### src/rtl/ula_arbiter.sv
// Round-robin arbiter sharing one combinational ula between two requesters.
// Ports: clk/rst_n; req0_*/req1_* request handshakes; rsp0_*/rsp1_* response
// handshakes; rsp_data shared result; ula_a/ula_b/ula_op/ula_out to the ula;
// busy/grant status.
module ula_arbiter #(
  parameter int WIDTH = 16
) (
  input  logic             clk,
  input  logic             rst_n,
  input  logic             req0_valid,
  output logic             req0_ready,
  input  logic [WIDTH-1:0] req0_a,
  input  logic [WIDTH-1:0] req0_b,
  input  logic             req0_op,
  output logic             rsp0_valid,
  input  logic             rsp0_ready,
  input  logic             req1_valid,
  output logic             req1_ready,
  input  logic [WIDTH-1:0] req1_a,
  input  logic [WIDTH-1:0] req1_b,
  input  logic             req1_op,
  output logic             rsp1_valid,
  input  logic             rsp1_ready,
  output logic [WIDTH-1:0] rsp_data,
  output logic [WIDTH-1:0] ula_a,
  output logic [WIDTH-1:0] ula_b,
  output logic             ula_op,
  input  logic [WIDTH-1:0] ula_out,
  output logic             busy,
  output logic             grant
);

  typedef enum logic [1:0] {
    IDLE = 2'd0,
    EXEC = 2'd1,
    RESP = 2'd2
  } state_e;

  state_e           state_q, state_d;
  logic             last_q, last_d;
  logic             grant_q, grant_d;
  logic [WIDTH-1:0] a_q, a_d;
  logic [WIDTH-1:0] b_q, b_d;
  logic             op_q, op_d;
  logic [WIDTH-1:0] data_q, data_d;

  logic any_req;
  logic pick;
  logic rsp_hs;

  // On a tie the port that did not win last time goes first;
  // otherwise whichever port is asking.
  assign any_req = req0_valid | req1_valid;
  assign pick    = (req0_valid & req1_valid) ? ~last_q : req1_valid;
  assign rsp_hs  = grant_q ? rsp1_ready : rsp0_ready;

  always_comb begin
    state_d    = state_q;
    last_d     = last_q;
    grant_d    = grant_q;
    a_d        = a_q;
    b_d        = b_q;
    op_d       = op_q;
    data_d     = data_q;
    req0_ready = 1'b0;
    req1_ready = 1'b0;
    rsp0_valid = 1'b0;
    rsp1_valid = 1'b0;
    unique case (state_q)
      IDLE: begin
        if (any_req) begin
          req0_ready = ~pick;
          req1_ready = pick;
          grant_d    = pick;
          a_d        = pick ? req1_a  : req0_a;
          b_d        = pick ? req1_b  : req0_b;
          op_d       = pick ? req1_op : req0_op;
          state_d    = EXEC;
        end
      end
      EXEC: begin
        data_d  = ula_out;
        state_d = RESP;
      end
      RESP: begin
        rsp0_valid = ~grant_q;
        rsp1_valid = grant_q;
        if (rsp_hs) begin
          last_d  = grant_q;
          state_d = IDLE;
        end
      end
      default: begin
        state_d = IDLE;
      end
    endcase
  end

  always_ff @(posedge clk or negedge rst_n) begin
    if (!rst_n) begin
      state_q <= IDLE;
      last_q  <= 1'b1;
      grant_q <= 1'b0;
      a_q     <= '0;
      b_q     <= '0;
      op_q    <= 1'b0;
      data_q  <= '0;
    end else begin
      state_q <= state_d;
      last_q  <= last_d;
      grant_q <= grant_d;
      a_q     <= a_d;
      b_q     <= b_d;
      op_q    <= op_d;
      data_q  <= data_d;
    end
  end

  assign ula_a    = a_q;
  assign ula_b    = b_q;
  assign ula_op   = op_q;
  assign rsp_data = data_q;
  assign grant    = grant_q;
  assign busy     = (state_q != IDLE);

endmodule

### config.mk
export PLATFORM = sky130hd
export DESIGN_NAME = ula_arbiter
export DESIGN_NICKNAME = d
export VERILOG_FILES = /design/src/rtl/ula_arbiter.sv
export SDC_FILE = /design/constraint.sdc
export NUM_CORES = 1
export LEC_CHECK = 0
export CORE_MARGIN = 4
export CORE_UTILIZATION = 40
export DETAILED_ROUTE_END_ITERATION = 10
export GPL_TIMING_DRIVEN = 0
export PLACE_DENSITY = 0.84
export SKIP_CTS_REPAIR_TIMING = 1
export SLEW_MARGIN = 10
export SYNTH_ARGS = -nofsm -noshare
export SYNTH_HDL_FRONTEND = slang
export SYNTH_SLANG_ARGS = --single-unit
### constraint.sdc
create_clock -name clk -period 2.1 [get_ports clk]
set_input_delay 0.315 -clock clk [delete_from_list [all_inputs] [get_ports clk]]
set_output_delay 0.315 -clock clk [all_outputs]
set_load 0.02 [all_outputs]
Word-level counts from Yosys, hierarchy flattened

Index checks and enable logic that the tools add are counted.

Eq/ne operators: 4
Mux-type cells: 14
Bitwise operators: 5
Reductions and logical operators: 5

Operators with widths:

| cell                                                 | number |
|---|---|
| 2-to-1 mux 16 bit                                    | 2 |
| 2-to-1 mux 1 bit                                     | 9 |
| case mux 2 bit (3 select lines)                      | 1 |
| AND reduction 2 bit                                  | 3 |
| 2-to-1 mux 2 bit                                     | 2 |
| != test 2 bit (second input constant)                | 2 |
| inverter 1 bit                                       | 3 |
| equality test 2 x 1 -> 1 bit (second input constant) | 1 |
| equality test 2 bit (second input constant)          | 1 |
| logical NOT 2 bit                                    | 1 |
| nonzero test 2 bit                                   | 1 |
| bitwise AND 1 bit                                    | 1 |
| bitwise OR 1 bit                                     | 1 |

Bits in registers: 53
Input port bits: 88
Output and inout bits: 55
Word-level logic and storage cells: 35

Logic depth before layout (Yosys ltp)

Gate-level depths: netlist of the first run.

Depth after elaboration: 5
Depth in mapped cells: 6
Gate-level depth less buffers: 4

Worst setup path after synthesis of the first run

Ideal clock, no wire load.

Kind: flip-flop to output port
Start point: reg state_q[0]
End point: out req1_ready
Arrival time: 1236 ps
Data required time: 1785 ps
Path slack: 549 ps
Cell stages (with the launch flop): 4
Path buffers: 2
Cells stage by stage: dfrtp_1 buf_2 clkbuf_1 nor3_1

Longest elaborated chain between the ends: 2

RTL lines:

| item                     | line | source |
|---|---|---|
| start: declaration       | 39   | `state_e state_q, state_d;` |
| start signal: assignment | 109  | `state_q <= state_d;` |
| logical NOT 2 bit        | 69   | `unique case (state_q)` |
| 2-to-1 mux 1 bit         | 69   |  |
| end: declaration         | 18   | `output logic req1_ready,` |

No other way between the ends.

Final worst setup path of the first run

Start point: in req1_valid
End point: out req1_ready

Longest elaborated chain between the ends: 4
Elaborated cells on any way between the ends: 5
Classes of those cells: mux (3); bitwise (2)

RTL lines:

| item                 | line | source |
|---|---|---|
| start: declaration   | 17   | `input logic req1_valid,` |
| bitwise AND 1 bit    | 54   | `assign pick = (req0_valid & req1_valid) ? ~last_q : req1_valid;` |
| 2-to-1 mux 1 bit     | 54   |  |
| 2-to-1 mux 1 bit (*) | 71   | `if (any_req) begin` |
| 2-to-1 mux 1 bit (*) | 69   |  |

Mark *: on every way between the ends. The rest lies on a longest branch, timed or not.

==> metrics.md, run 1 <==
| Metric | Value |
|---|---|
| Area grow syn2layout | `67.9%` |
| Synthesized netlist net count | `299` |
| RSZ-0062 raised after global routing | `no` |
| Tmin final | `2.04 ns` |
| Layout Utilization | `69.3%` |
| Initial antenna violation count | `0` |
| Overflow after GRT | `0` |
| Global Route Usage Sum | `21.8%` |
| Max Freq | `490 MHz` |
| CTS buffer count | `5` |
| Synthesized area per cell | `11.6 sq um` |
| Worst-Margin Slew | `0.593 ns` |
| Total power | `0.00602 W` |
| Syn Std Cell Area | `2440 sq um` |
| Clk pin slew, worst setup/hold paths | `0.09 ns` |
| DR WL met2 | `3800 um` |
| Post-DRT Antenna Nets | `0` |
| Final Cell Area | `4100 sq um` |
| Vias | `2362` |
| First-pass GRT wire length | `12700 um` |
| Post-Place Cell Area | `3980 sq um` |
| Leakage | `1.71 nW` |
| Int Pwr | `0.00371 W` |
| Worst EP arrival | `1.72 ns` |
| Outcome | `finished clean` |
| Clk sinks | `53` |
| Die Width | `86.2 um` |
| Share of post-route cells with drive strength above 1 | `10.5%` |
| Skew final | `0.00352 ns` |
| H-tree depth | `2` |
| Worst-Skew Late Latency | `0.30 ns` |
| Total core area | `5920 sq um` |
| Fillers | `462` |
| PwrDens | `1470 nW/um^2` |
| Worst slew margin | `60.5%` |
| Crit-path max FO | `7` |
| Hold Vio Cnt, Final | `0` |
| Detailed placer's ending HPWL | `6000 um` |
| Setup violators final | `0` |
| Yosys synthesis warning count | `0` |
| CTS root buf | `clkbuf_8` |
| Largest net degree at the start of global routing | `30` |
| Routed vias/inst | `5.41` |
| Power share of the sequential group | `30.4%` |
| IO Pins | `143` |
| Register Area | `1330 sq um` |
| First-pass DRT Iterations | `4` |
| Die H | `86.2 um` |
| DRC Markers | `0` |
| CTS max path bufs | `2` |
| Vias in the first global route | `2487` |
| CP Class | `in2out` |
| Max_cap viols | `0` |
| Diode count | `0` |
| Routability cong. | `0.798` |
| CP Capture Type | `output pin` |
| Clk network pwr share | `11.8%` |
| Sequential share of the synthesized area | `54.3%` |
| Setup crit start kind | `input pin` |
| Combinational share of power | `57.7%` |
| Final period util | `97.1%` |
| Net Sw Power | `0.00231 W` |
| Drt total wl | `7930 um` |
| DP Cell Count | `429` |
| Class of the worst hold path | `in2async` |
| Post-synth cell types | `24` |
| Wire length on met3 | `763 um` |
| Multi-input logic area | `1010 sq um` |
| PortBufs | `142` |
| Req. time, crit path | `1.78 ns` |
| Pins Over Slew Limit | `0` |
| TritonCTS clock tree | `yes` |
| Nets | `449` |
| Per-cell routed wire length | `18.1 um` |
| Met1 wire length | `3210 um` |
| Die area | `7430 sq um` |
| Initial Util | `41.3%` |
| Max IR drop VDD | `1.01 mV` |
| Row cnt | `28` |
| #FFs+latches synth | `53` |
| Final Non-Filler Cells | `437` |
| Initial drt markers | `121` |
| Synth Instances | `211` |
| Top sig layer | `met4` |
| Sw frac | `38.3%` |
through the flow:
stage               setup slack (ns)  hold WS [ns]  setup TNS (ns)
floorplan                      0.549        0.0194               0
global placement              -0.901         0.474          -47.55
detailed placement            -0.326         0.347          -0.591
CTS                           -0.342        0.0143          -0.726
global route                  0.0120        0.0293               0
finish                        0.0611       0.00414               0
final cells by class:
type | instances | share of cell area, %
well taps | 75 | 2.29
inverters | 2 | 0.183
clock buffers | 7 | 2.10
multi-input cells | 133 | 24.5
plain buffers | 23 | 2.74
repair buffers | 143 | 35.1
clock inverters | 1 | 0.732
flip-flops and latches | 53 | 32.3
sequential cells by signal (all words and copies together), names as in the netlist:
| signal | flops |
|---|---|
| grant | 1 |
| last_q | 1 |
| state_q | 2 |
| ula_op | 1 |
| ula_a | 16 |
| ula_b | 16 |
| rsp_data | 16 |
placed cells by master, fill, tap and decap left out, types with 2 or more instances in the layout:
cell,count
dfrtp_1,52
nand2b_1,2
clkbuf_1,12
buf_2,10
clkdlybuf4s50_1,137
a2111oi_0,33
mux2_1,6
nor2_1,4
dlymetal6s2s_1,3
clkbuf_8,6
nand2_1,34
buf_4,2
a2bb2oi_1,33
a21o_1,2
mux2_2,11
cell families after synthesis:
logic type,count (synthesis),share of synthesized area (%)
flip-flops,53,54.3
AND/OR/NAND/NOR,43,7.06
AO/OA/AOI/OAI,73,25.9
multiplexers,17,7.83
buffers and inverters,25,4.91
synth_stat cells (all sizes together):
master | instances | area [sq um]
clkbuf | 11 | 41.3
a22o | 1 | 8.76
a21bo | 1 | 10.0
a2bb2oi | 33 | 289
o21ai | 2 | 10.0
dfstp | 1 | 26.3
nand2 | 34 | 128
a21o | 2 | 15.0
buf | 12 | 71.3
a21boi | 1 | 11.3
and2 | 1 | 6.26
nor2 | 4 | 15.0
nor2b | 1 | 6.26
dfrtp | 52 | 1300
nor3 | 1 | 5.00
nand2b | 2 | 12.5
mux2 | 17 | 191
inv | 2 | 7.50
a2111oi | 33 | 289
final timing paths:
| kind | start | endpoint | slack [ns] | depth (start not counted) |
|---|---|---|---|---|
| min in group clk | rsp_data[12] | rsp_data[12] | 0.50 | 1 |
| worst max register to register | last_q | ula_a[14] | 0.44 | 4 |
| worst min-delay path | rst_n | ula_b[2] | 0.004 | 1 |
| worst max-delay path | req1_valid | req1_ready | 0.06 | 5 |
| worst min register to register | rsp_data[12] | rsp_data[12] | 0.50 | 1 |
| max in group asynchronous | rst_n | last_q | 1.47 | 2 |
power by group through the flow:
stage               clock network [W]  logic (W)  registers (W)
floorplan                           0    0.00130        0.00243
global route                 0.000782    0.00372        0.00191
finish                       0.000713    0.00348        0.00183
global placement                    0    0.00343        0.00182
detailed placement                  0    0.00348        0.00185
CTS                          0.000737    0.00351        0.00183
metal layers:
metal | track usage [%] | vias up
met5 | 0 | -
li1 | - | 1108
met3 | 6.08 | 14
met4 | 6.94 | 0
met2 | 35.7 | 110
met1 | 28.3 | 1130
critical path, cell delays in order:
cell             delay, ns
clkdlybuf4s50_1       0.54
a21bo_2               0.24
buf_4                 0.15
nor3_1                0.24
clkbuf_2              0.24
(Power assumes the default switching activity.)
==> run 2, diff against run 1 <==
--- a/config.mk
+++ b/config.mk
@@ -6,10 +6,10 @@
 export NUM_CORES = 1
 export LEC_CHECK = 0
 export CORE_MARGIN = 4
-export CORE_UTILIZATION = 40
+export CORE_UTILIZATION = 38
 export DETAILED_ROUTE_END_ITERATION = 10
 export GPL_TIMING_DRIVEN = 0
-export PLACE_DENSITY = 0.84
+export PLACE_DENSITY = 0.81
 export SKIP_CTS_REPAIR_TIMING = 1
 export SLEW_MARGIN = 10
 export SYNTH_ARGS = -nofsm -noshare
==> constraint.sdc (replaced) <==
create_clock -name clk -period 2 [get_ports clk]
set_input_delay 0.3 -clock clk [delete_from_list [all_inputs] [get_ports clk]]
set_output_delay 0.3 -clock clk [all_outputs]
set_load 0.02 [all_outputs]
==> run 2 against run 1 <==
Against the previous run:
- highest routed layer unchanged
- final cell count unchanged
- register-to-register slack worse by 0.09 ns
- via count up 0.72%
- sequential power up 5%
- worst setup slack worse by 0.038 ns
- critical path depth unchanged
- clock skew up 0.0066 ns
- total power up 3.7%
- wire length up 0.68%
- worst hold slack better by 0.044 ns
- sequential cell count unchanged
- clock-buffer cell count unchanged
==> metrics.md, run 2 (synthesis gave the netlist of run 1 again) <==
| Metric | Value |
|---|---|
| DRC Markers | `0 (unchanged)` |
| TritonCTS clock tree | `yes` |
| IO Pins | `143 (unchanged)` |
| Overflow after GRT | `0 (unchanged)` |
| Worst-Skew Late Latency | `0.30 ns (about the same)` |
| Drt total wl | `7980 um (+0.68%)` |
| Worst EP arrival | `1.68 ns (-0.04 ns)` |
| Largest net degree at the start of global routing | `31 (+3.3%)` |
| First-pass DRT Iterations | `4 (unchanged)` |
| Tmin final | `1.98 ns` |
| Net Sw Power | `0.00243 W (+5.5%)` |
| Clk network pwr share | `10.6% (-1.2 points)` |
| Leakage | `1.71 nW (about the same)` |
| Int Pwr | `0.00381 W (+2.5%)` |
| Sw frac | `39.0% (+0.68 points)` |
| Total core area | `6100 sq um (+3.0%)` |
| Combinational share of power | `58.5% (+0.8 points)` |
| Max Freq | `506 MHz` |
| Setup violators final | `0 (unchanged)` |
| Share of post-route cells with drive strength above 1 | `10.8% (+0.28 points)` |
| Per-cell routed wire length | `18.3 um (+0.68%)` |
| Final period util | `98.8%` |
| Clk sinks | `53 (unchanged)` |
| Global Route Usage Sum | `20.6% (-1.2 points)` |
| Detailed placer's ending HPWL | `6010 um (+0.17%)` |
| Die area | `7780 sq um (+4.8%)` |
| Routability cong. | `0.766 (-4.1%)` |
| H-tree depth | `2 (unchanged)` |
| Max IR drop VDD | `0.825 mV (-18%)` |
| CP Class | `in2out` |
| CP Capture Type | `output pin` |
| Nets | `449 (unchanged)` |
| Initial Util | `40.1% (-1.2 points)` |
| Die H | `88.2 um (+2.4%)` |
| Skew final | `0.0101 ns (+0.00659 ns)` |
| Fillers | `472 (+2.2%)` |
| Area grow syn2layout | `67.7%` |
| Commonest non-fill, non-tap cell in the layout | `clkdlybuf4s50_1` |
| Max_cap viols | `0 (unchanged)` |
| Layout Utilization | `67.2% (-2.1 points)` |
| Outcome | `finished clean` |
| PwrDens | `1520 nW/um^2 (+3.8%)` |
| CTS root buf | `clkbuf_8` |
| Routed vias/inst | `5.44 (+0.72%)` |
| First-pass GRT wire length | `12700 um (about the same)` |
| Pins Over Slew Limit | `0 (unchanged)` |
| Die Width | `88.2 um (+2.4%)` |
| Vias | `2379 (+0.72%)` |
| Hold Vio Cnt, Final | `0 (unchanged)` |
| Clk pin slew, worst setup/hold paths | `0.10 ns (about the same)` |
| Multi-input logic area | `1010 sq um (unchanged)` |
| Post-DRT Antenna Nets | `0 (unchanged)` |
| Register Area | `1330 sq um (unchanged)` |
| Initial antenna violation count | `0 (unchanged)` |
| CTS buffer count | `5 (unchanged)` |
| Diode count | `0 (unchanged)` |
| Crit-path max FO | `7 (unchanged)` |
| CTS max path bufs | `2 (unchanged)` |
| Power share of the sequential group | `30.9% (+0.5 points)` |
| Worst slew margin | `50.9% (-9.6 points)` |
| Total power | `0.00624 W (+3.7%)` |
| Row cnt | `28 (unchanged)` |
| PortBufs | `142 (unchanged)` |
| Class of the worst hold path | `in2async` |
| Req. time, crit path | `1.70 ns (-0.08 ns)` |
| Most frequent cells in the layout | `clkdlybuf4s50_1 (137), dfrtp_1 (52), nand2_1 (34)` |
| Setup crit start kind | `input pin` |
| Vias in the first global route | `2620 (+5.3%)` |
| Initial drt markers | `60 (-50%)` |
| Worst-Margin Slew | `0.736 ns (+0.143 ns)` |
[run 2: metrics by stage]
step           cell area [sq um]  setup slack (ns)  TNS (ns)  std cells  hold WS [ns]
2_1_floorplan               2440             0.464         0        211       0.00441
3_3_place_gp                3960             -1.03    -54.30        428         0.473
3_5_place_dp                3980            -0.386    -0.692        429         0.402
4_1_cts                     4080            -0.392    -0.923        437        0.0607
5_1_grt                     4100          -0.00154  -0.00154        437        0.0950
6_report                    4100            0.0234         0        437        0.0479
[run 2: area by class of cell]
cell class / instances / area share, %
clock buffers: 7 / 2.35
multi-input cells: 133 / 24.6
clock inverters: 1 / 0.122
well taps: 75 / 2.29
plain buffers: 23 / 2.81
flip-flops and latches: 53 / 32.4
inverters: 2 / 0.183
repair buffers: 143 / 35.3
[run 2: power groups by stage]
stage,combinational [W],sequential (W),clock [W]
4_1_cts,0.00369,0.00193,0.000683
2_1_floorplan,0.00136,0.00255,0
3_5_place_dp,0.00367,0.00195,0
5_1_grt,0.00392,0.00201,0.000728
3_3_place_gp,0.00362,0.00191,0
6_report,0.00365,0.00193,0.000662
[run 2: layer usage]
| metal | up-vias | routed length (um) | track usage (%) | part of all wire, % |
|---|---|---|---|---|
| met5 | - | 0 | 0 | 0 |
| met1 | 1172 | 3330 | 25.3 | 42 |
| met2 | 92 | 3860 | 34.5 | 48 |
| met3 | 10 | 675 | 7.45 | 8.5 |
| li1 | 1105 | - | - | - |
| met4 | 0 | 114 | 5.49 | 1.4 |
[run 2: worst max-delay path, stage by stage]
cell	delay (ns)
clkdlybuf4s50_1	0.52
a21bo_2	0.24
buf_4	0.15
nor3_1	0.23
clkbuf_2	0.23
[run 2: final timing paths]
kind | startpoint | to | slack (ns) | cells past startpoint
worst max-delay path | req1_valid | req1_ready | 0.02 | 5
max in group asynchronous | rst_n | ula_a[14] | 1.38 | 2
worst min-delay path | rst_n | ula_b[0] | 0.05 | 1
min in group clk | rsp_data[10] | rsp_data[10] | 0.50 | 1
worst max register to register | last_q | ula_a[9] | 0.35 | 5
worst min register to register | rsp_data[10] | rsp_data[10] | 0.50 | 1
==> run 3, diff against run 2 <==
--- a/config.mk
+++ b/config.mk
@@ -5,11 +5,10 @@
 export SDC_FILE = /design/constraint.sdc
 export NUM_CORES = 1
 export LEC_CHECK = 0
-export CORE_MARGIN = 4
-export CORE_UTILIZATION = 38
+export CORE_UTILIZATION = 40
 export DETAILED_ROUTE_END_ITERATION = 10
 export GPL_TIMING_DRIVEN = 0
-export PLACE_DENSITY = 0.81
+export PLACE_DENSITY = 0.84
 export SKIP_CTS_REPAIR_TIMING = 1
 export SLEW_MARGIN = 10
 export SYNTH_ARGS = -nofsm -noshare
==> constraint.sdc (replaced) <==
create_clock -name clk -period 2.41 [get_ports clk]
set_input_delay 0.3615 -clock clk [delete_from_list [all_inputs] [get_ports clk]]
set_output_delay 0.3615 -clock clk [all_outputs]
set_load 0.02 [all_outputs]
==> run 3 against run 2 <==
Against the previous run:
- the run now ends with negative hold slack left
- critical endpoint is now req0_ready
- wire length down 7.2%
- non-clock buffer count is 1 higher
- core utilization increased by 1.6 points
- worst hold slack worse by 0.057 ns
- largest power group unchanged
- first-iteration DRC count up 110%
- clock skew hardly changed
- worst setup slack improved by 0.062 ns
- sequential power fell by 18%
- clock power shrank 27%
==> metrics.md, run 3 (synthesis gave the netlist of run 1 again) <==
| Metric | Value |
|---|---|
| First-pass DRT Iterations | `4 (unchanged)` |
| H-tree depth | `2 (unchanged)` |
| Die Width | `80.2 um (-9.1%)` |
| Global Route Usage Sum | `23.8% (+3.2 points)` |
| Post-DRT Antenna Nets | `0 (unchanged)` |
| CP Capture Type | `output pin` |
| Outcome | `finished, violations left` |
| Most frequent cells in the layout | `clkdlybuf4s50_1 (140), dfrtp_1 (52), nand2_1 (34)` |
| Class of the worst hold path | `in2async` |
| Routability cong. | `0.820 (+7.1%)` |
| First-pass GRT wire length | `11500 um (-9.3%)` |
| CTS buffer count | `5 (unchanged)` |
| Final period util | `96.4%` |
| Met2 usage | `40.3% (+5.7 points)` |
| Leakage | `1.67 nW (-2.4%)` |
| Req. time, crit path | `2.05 ns (+0.35 ns)` |
| Crit-path max FO | `10 (+3)` |
| Pins Over Slew Limit | `0 (unchanged)` |
| Max IR drop VDD | `0.701 mV (-15%)` |
| Diode count | `0 (unchanged)` |
| Setup crit start kind | `input pin` |
| Per-cell routed wire length | `16.9 um (-7.4%)` |
| Worst slew margin | `64.7% (+14 points)` |
| Setup violators final | `0 (unchanged)` |
| Worst EP arrival | `1.96 ns (+0.28 ns)` |
| CTS root buf | `clkbuf_8` |
| Register Area | `1330 sq um (unchanged)` |
| Hold Vio Cnt, Final | `17 (+17)` |
| Total core area | `5920 sq um (-2.9%)` |
| Worst-Skew Late Latency | `0.30 ns (about the same)` |
| Clk pin slew, worst setup/hold paths | `0.09 ns (about the same)` |
| DRC Markers | `0 (unchanged)` |
| Detailed placer's ending HPWL | `5590 um (-6.9%)` |
| Max_cap viols | `0 (unchanged)` |
| GRT Max-Usage Layer | `met2` |
| Tmin final | `2.32 ns` |
| Initial Util | `41.3% (+1.2 points)` |
| Fillers | `478 (+1.3%)` |
| Die area | `6430 sq um (-17%)` |
| CP Class | `in2out` |
| Vias | `2389 (+0.42%)` |
| Largest net degree at the start of global routing | `37 (+19%)` |
| Vias in the first global route | `2300 (-12%)` |
| Multi-input logic area | `1000 sq um (-0.25%)` |
| Worst-Margin Slew | `0.515 ns (-0.220 ns)` |
| Clk sinks | `53 (unchanged)` |
| Post-Place Cell Area | `3980 sq um (-0.19%)` |
| CTS max path bufs | `2 (unchanged)` |
| GRT met3 Usage | `6.48% (-0.97 points)` |
| Routed vias/inst | `5.45 (+0.19%)` |
| Nets | `450 (+0.22%)` |
| Area grow syn2layout | `66.8%` |
| Max Freq | `430 MHz` |
| Drt total wl | `7410 um (-7.2%)` |
| Skew final | `0.00970 ns (-0.000422 ns)` |
| IO Pins | `143 (unchanged)` |
| Share of post-route cells with drive strength above 1 | `10.2% (-0.58 points)` |
| Row cnt | `28 (unchanged)` |
| Commonest non-fill, non-tap cell in the layout | `clkdlybuf4s50_1` |
| Initial antenna violation count | `0 (unchanged)` |
| Final Cell Area | `4080 sq um (-0.52%)` |
| Hold WS | `-0.00921 ns (-0.0572 ns)` |
| Overflow after GRT | `0 (unchanged)` |
| PwrDens | `1250 nW/um^2 (-18%)` |
| Initial drt markers | `124 (+110%)` |
| Failing checks | `negative hold slack` |
| Met1 usage | `30.2% (+4.9 points)` |
| PortBufs | `142 (unchanged)` |
| TritonCTS clock tree | `yes` |
| Total power | `0.00510 W (-18%)` |
| Die H | `80.2 um (-9.1%)` |
## run 3: cell types whose count changed in the layout (fill, tap and decap cells not counted), sizes merged
cell,change
buf,+1
clkinv,+1
clkdlybuf4s50,+3
dlymetal6s2s,-2
clkbuf,-2
## run 3: per-stage QoR
| step | util [%] | setup TNS [ns] | cells | setup WS (ns) | hold WS [ns] |
|---|---|---|---|---|---|
| final | 68.9 | 0 | 438 | 0.0857 | -0.00921 |
| after global routing | 68.9 | -0.00461 | 438 | -0.00461 | 0.0168 |
| after floorplan | - | 0 | 211 | 0.813 | 0.0659 |
| after global placement | 66.9 | -32.51 | 428 | -0.624 | 0.475 |
| after detailed placement | 67.1 | -0.226 | 429 | -0.207 | 0.328 |
| after CTS | 68.5 | -0.240 | 437 | -0.213 | -0.00159 |
## run 3: final timing paths
path                       slack (ns)      endpoint  cells past startpoint          from
setup / recovery                 0.09    req0_ready                      5    req0_valid
hold / removal                 -0.009     ula_a[13]                      1         rst_n
setup reg to reg                 0.65     ula_b[12]                      5        last_q
hold reg to reg                  0.50  rsp_data[12]                      1  rsp_data[12]
max in group asynchronous        1.82        last_q                      2         rst_n
min in group clk                 0.50  rsp_data[12]                      1  rsp_data[12]
## run 3: layer usage
layer / vias to the layer above / routed length (um) / share of wire (%)
li1: 1122 / - / -
met1: 1142 / 3070 / 41
met2: 119 / 3620 / 49
met3: 6 / 634 / 8.6
met4: 0 / 76 / 1.0
met5: - / 0 / 0
## run 3: area by class of cell
type                    count  area share (%)
plain buffers              23            2.82
repair buffers            144            35.5
inverters                   2           0.184
flip-flops and latches     53            32.6
well taps                  75            2.30
clock inverters             2           0.245
clock buffers               6            1.78
multi-input cells         133            24.6
## run 3: where the power goes
group          internal, W  switching [W]  total, W  leakage, nW
logic              0.00156        0.00146   0.00302         1.02
clock network     0.000202       0.000283  0.000485       0.0450
registers          0.00135       0.000245   0.00159        0.603
total              0.00311        0.00199   0.00510         1.67
## run 3: critical path, stage by stage
cell and delay, ns:
clkdlybuf4s50_1 0.58, a21boi_4 0.08, clkbuf_4 0.18, nor2_1 0.13
clkdlybuf4s50_1 0.62
